**src/rtl/y_mux_pkg.sv**
```systemverilog
// rtl/y_mux_pkg.sv - shared constants and channel-index helpers for y_rr_mux
package y_mux_pkg;

  localparam int SIZE_DEFAULT = 32;
  localparam int CH_DEFAULT   = 4;

  // Explicit wrap so CH need not be a power of two.
  function automatic int next_ch(input int g, input int ch);
    return (g == ch - 1) ? 0 : g + 1;
  endfunction

endpackage

```
**src/rtl/y_rr_pick.sv**
```systemverilog
// rtl/y_rr_pick.sv - combinational rotating-priority picker
// Scans ptr, ptr+1, ..., CH-1, 0, ..., ptr-1 and grants the first requester.
module y_rr_pick #(
  parameter int CH   = 4,
  parameter int SELW = $clog2(CH)
) (
  input  logic [CH-1:0]   req,
  input  logic [SELW-1:0] ptr,
  output logic [CH-1:0]   gnt,
  output logic [SELW-1:0] g,
  output logic            any
);

  logic [SELW:0]   sum;
  logic [SELW-1:0] idx;

  always_comb begin
    gnt = '0;
    g   = '0;
    any = 1'b0;
    sum = '0;
    idx = '0;
    for (int k = 0; k < CH; k++) begin
      // ptr < CH and k < CH, so a single subtraction wraps the sum.
      sum = {1'b0, ptr} + (SELW+1)'(k);
      if (sum >= (SELW+1)'(CH)) sum = sum - (SELW+1)'(CH);
      idx = sum[SELW-1:0];
      if (!any && req[idx]) begin
        any      = 1'b1;
        gnt[idx] = 1'b1;
        g        = idx;
      end
    end
  end

endmodule

```
**src/rtl/y_rr_mux.sv**
```systemverilog
// rtl/y_rr_mux.sv - CH-way round-robin mux with registered valid/ready output
// Define Y_RR_MUX_FIXPRI_EN for fixed priority (lowest requesting index wins).
module y_rr_mux
  import y_mux_pkg::*;
#(
  parameter  int SIZE = SIZE_DEFAULT,
  parameter  int CH   = CH_DEFAULT,
  localparam int SELW = $clog2(CH)
) (
  input  logic               clk,
  input  logic               rst,
  input  logic [CH-1:0]      in_valid,
  output logic [CH-1:0]      in_ready,
  input  logic [CH*SIZE-1:0] in_data,
  output logic               out_valid,
  input  logic               out_ready,
  output logic [SIZE-1:0]    out_data,
  output logic [SELW-1:0]    out_ch
);

  logic            load;
  logic            xfer;
  logic [CH-1:0]   gnt;
  logic [SELW-1:0] g;
  logic            any;
  logic [SELW-1:0] pick_ptr;

  logic            valid_q, valid_d;
  logic [SIZE-1:0] data_q, data_d;
  logic [SELW-1:0] ch_q, ch_d;

  assign load = !valid_q || out_ready;
  assign xfer = any && load && !rst;

  y_rr_pick #(.CH(CH), .SELW(SELW)) u_pick (
    .req (in_valid),
    .ptr (pick_ptr),
    .gnt (gnt),
    .g   (g),
    .any (any)
  );

  assign in_ready = xfer ? gnt : '0;

`ifdef Y_RR_MUX_FIXPRI_EN
  assign pick_ptr = '0;
`else
  logic [SELW-1:0] ptr_q, ptr_d;

  always_comb begin
    ptr_d = ptr_q;
    if (xfer) ptr_d = SELW'(next_ch(int'(g), CH));
  end

  always_ff @(posedge clk) begin
    if (rst) ptr_q <= '0;
    else     ptr_q <= ptr_d;
  end

  assign pick_ptr = ptr_q;
`endif

  // Drain and reload on the same edge keeps valid high.
  always_comb begin
    valid_d = valid_q;
    data_d  = data_q;
    ch_d    = ch_q;
    if (xfer) begin
      valid_d = 1'b1;
      data_d  = in_data[int'(g)*SIZE +: SIZE];
      ch_d    = g;
    end else if (valid_q && out_ready) begin
      valid_d = 1'b0;
    end
  end

  always_ff @(posedge clk) begin
    if (rst) begin
      valid_q <= 1'b0;
      data_q  <= '0;
      ch_q    <= '0;
    end else begin
      valid_q <= valid_d;
      data_q  <= data_d;
      ch_q    <= ch_d;
    end
  end

  assign out_valid = valid_q;
  assign out_data  = data_q;
  assign out_ch    = ch_q;

endmodule

```
**config.mk**
```make
export PLATFORM = sky130hd
export DESIGN_NAME = y_rr_mux
export DESIGN_NICKNAME = d
export VERILOG_FILES = /design/src/rtl/y_mux_pkg.sv /design/src/rtl/y_rr_pick.sv /design/src/rtl/y_rr_mux.sv
export SDC_FILE = /design/constraint.sdc
export NUM_CORES = 1
export LEC_CHECK = 0
export ABC_AREA = 1
export ABC_CLOCK_PERIOD_IN_PS = 3060
export BUFFER_PORTS_ARGS = -buffer_cell sky130_fd_sc_hd__buf_2
export CAP_MARGIN = 40
export CORE_MARGIN = 2
export CORE_UTILIZATION = 45
export CTS_CLUSTER_SIZE = 20
export DETAILED_ROUTE_END_ITERATION = 10
export HOLD_SLACK_MARGIN = 0.1
export PLACE_DENSITY = 0.82
export SLEW_MARGIN = 0
export SYNTH_ARGS = -nofsm -noshare
export SYNTH_HDL_FRONTEND = slang
export SYNTH_SLANG_ARGS = --single-unit
```
**constraint.sdc**
```tcl
create_clock -name clk -period 3.06 [get_ports clk]
set_input_delay 0.612 -clock clk [delete_from_list [all_inputs] [get_ports clk]]
set_output_delay 0.612 -clock clk [all_outputs]
set_load 0.05 [all_outputs]
```
==> results.txt <==
- The flow ran to the end, and the final reports show no timing, DRC or antenna violations.
- In the routed design, unresolved DRC markers number 0.
- Counting every instance in the synthesized netlist gives 491.
* Maximum capacitance violations: 0
- STA classifies the critical path startpoint as a flop.
- Post-DP HPWL: 7116 um
- Number of warnings reported in the yosys synthesis log: 0
* Maximum fanout along the worst path: 11
- Clk Latency, worst-skew pair: 0.28 ns
- TritonCTS built the clock tree.
- In this run, synthesis inferred 0 flip-flops with an integrated enable.
- Global routing used 23.57% of the available tracks across all layers.
- After synthesis the cells add up to 3035 um^2.
* Final #Nets: 795
* Clock Sinks: 37
* Post-synth net total: 635
- Worst setup path category: flop to output port
* Cell area after layout: 3971 um^2
* Unrepaired setup endpoints after global routing: no
- Count of vias placed by the detailed router: 3710
* Delay contributed by the slowest stage of the critical path: 0.39 ns
* Relative area change from synthesis to final layout: 30.83%
* Setup tns final: 0 ns
- PD cells: 1275 nW/um^2
- Initial antenna violation count: 0
- Broken down by cell family, the worst path's largest delay share belongs to simple AND/OR/NAND/NOR gates.
- Share of final-layout standard cells stronger than drive strength 1: 37.63%
- Final hold vios: 0
* Die Ht: 86.13 um
- Mean routed wirelength per cell: 12.58 um
* Core region area: 6422 um^2
- Post-route ant nets: 0
* Peak supply drop: 606.3 uV
- In this run, distinct cell masters in the synthesized netlist total 32.
* # fillers: 622
* Die area: 7418 um^2
- Tightest Pin Transition: 0.8333 ns
- Summing all placed instances gives a cell area of 3856 um^2.
* Hold_ws: 0.4713 ns
- The final number of max-transition violations was 0.
- The final layout contains routed wiring with a total length of 9157 um.
- Worst EP arrival: 2.31 ns
* Share of the clock period used by the worst path after layout: 95.40%
- The critical path goes through inv_2 -> ha_1 -> inv_1 -> nand3_1 -> nand2_4 -> nand4_1 -> nand2_4 -> inv_2 -> o21ai_1 -> inv_1 -> buf_2.
* Mean Syn Cell Area: 6.182 um^2
* GP Congestion: 1.008
- Site Rows: 29
- For this configuration, the core starts out at a cell density of 47.26%.
- Global-route wire length before repair: 14300 um
* Chip width: 86.13 um
- Based on the critical path, the design can be clocked at up to 0.3426 GHz.
- Synthesis inferred 37 register bits.
- Leakage power total: 0.002238 uW
- The smallest clock period supported by the final layout is computed as 2.919 ns.
- The count of buffers added on input and output ports is 173.
- For this design, the CTS-stage hold fixing added 0 buffers.
* CTS clock-pin slew for the worst setup and hold paths: 0.07 ns
* CTS H-tree depth: 2
- Clock skew on the completed layout was measured at 0.005764 ns.
- Pin count of the biggest net entering global routing: 67
* Worst path required time: 2.45 ns
* Via/cell ratio: 5.096
* Crit path buf inv count: 5
* Remaining max-slew budget at the tightest pin: 44.10%
- TritonCTS created 5 clock buffers.
- Sequential cell area fraction in the yosys report: 24.40%
- The first TritonRoute pass finished after 5 iterations.
* Antenna cell count: 0
- The number of global-route vias before repair came to 3370.
* Classification of the worst-slack hold path: flop to flop
* I/O pins: 174
* 1st-iter DRT viols: 161
- Summed over all layers, the global routing overflow is 0.
- In this run the deepest clock path goes through 2 buffers.
* CTS root buf: clkbuf_8
- Post-synth top flop: dfxtp_1
* CP endpoint kind: output port
- Slowest cell on the critical path: dfxtp_4
- Setup violations remaining at the end of the flow were counted as 0.
- After synthesis, the share of flip-flops with an asynchronous set or reset is 0%.
[final cells by class]
class	instances	area [um^2]	area share, %
Multi-Input combinational cell	397	1986	50.00
Clock inverter	2	35.03	0.8822
Tap cell	77	96.34	2.426
Sequential cell	37	744.5	18.75
Clock buffer	5	68.82	1.733
Inverter	30	120.1	3.025
Timing Repair Buffer	180	920.9	23.19
[metrics by stage]
stage          setup slack [ns]  power, uW  util (%)  std cells
4_1_cts                 0.07028       5087     61.68        728
2_1_floorplan            0.1951       4066         -        491
5_1_grt                 0.01462       5543     61.84        728
6_report                 0.1408       5065     61.84        728
3_5_place_dp             0.2282       4674     60.04        721
3_3_place_gp             0.3832       4572     60.04        721
[power breakdown]
part	switching (uW)	leakage (uW)	total, uW	internal (uW)
clock network	166	0.0000540	403	237
registers	120	0.000310	829	710
logic	2770	0.00187	3830	1060
[synthesized netlist by cell type (3+ instances only)]
cell type	n	share of area (%)
a21oi_1	11	1.8
a21oi_2	9	2.6
a22oi_1	3	0.74
buf_2	11	1.8
buf_4	5	1.2
buf_6	8	3.0
clkbuf_1	3	0.37
dfxtp_1	37	24
ha_1	9	3.7
inv_1	22	2.7
inv_2	5	0.62
nand2_1	209	26
nand2_2	16	3.3
nand2_4	4	1.5
nand3_1	87	14
nand4_1	4	0.82
nor2_1	15	1.9
nor2_2	9	1.9
nor2_4	5	1.9
o21ai_0	4	0.66
[logic make-up after synthesis]
group / count (synthesis) / synth area share, %
adders and majority gates: 9 / 3.710
buffers and inverters: 57 / 10.35
AOI/OAI and AO/OA: 33 / 7.214
DFF: 37 / 24.40
and+or+nand+nor: 355 / 54.33
[worst reg2reg max path, stage by stage, from the launching register on]
cell      delay, ns
dfxtp_4        0.39
inv_2          0.10
ha_1           0.34
inv_1          0.11
nand3_1        0.13
nand2_4        0.16
nor2_4         0.07
nor2_1         0.13
nand2_2        0.10
nand2_2        0.07
buf_4          0.52
nand2_1        0.16
o211ai_1       0.12
nand2_1        0.07
nand2_1        0.06
nand2_1        0.05
[layer usage]
metal  GRT usage, %  routed length (um)
met5              0                   0
met3          5.486                 886
met2          44.54                4590
met4          7.937                 181
met1          25.47                3499
[flip-flops by register name (all words and copies together) (netlist names)]
signal     count
out_valid      1
out_ch         2
pick_ptr       2
out_data      32
[cells in the final DEF (no fill, tap or decap), types with 2 or more instances in the layout]
cell and n:
nand4_1 4, buf_2 172, inv_2 5, a21oi_2 9, nand2_1 209, nor2_4 5, dfxtp_1 36, nand2_2 15
a22oi_1 3, clkbuf_8 5, buf_4 7, o211ai_1 2, nand2_4 5, ha_1 9, nand3_2 2, a21oi_1 11
nor2_8 2, nor2_2 9, o21ai_0 4, nand3_1 87, inv_1 22, nor2_1 15
[final timing paths]
kind             endpoint  slack, ns          from  cells past startpoint
max           in_ready[0]       0.14   pick_ptr[1]                     11
min          out_data[30]       0.47  out_data[30]                      2
max reg2reg  out_data[29]       0.38   pick_ptr[1]                     15
min reg2reg  out_data[30]       0.47  out_data[30]                      2
[repair_timing]
| action | CTS | global route |
|---|---|---|
| pin swaps | 0 | 1 |
| endpoints found under the setup margin | 2 | 4 |
| gates resized for setup | 1 | 3 |
| buffers inserted | 0 | 0 |
Note: power is estimated with default switching activity, not from simulation.
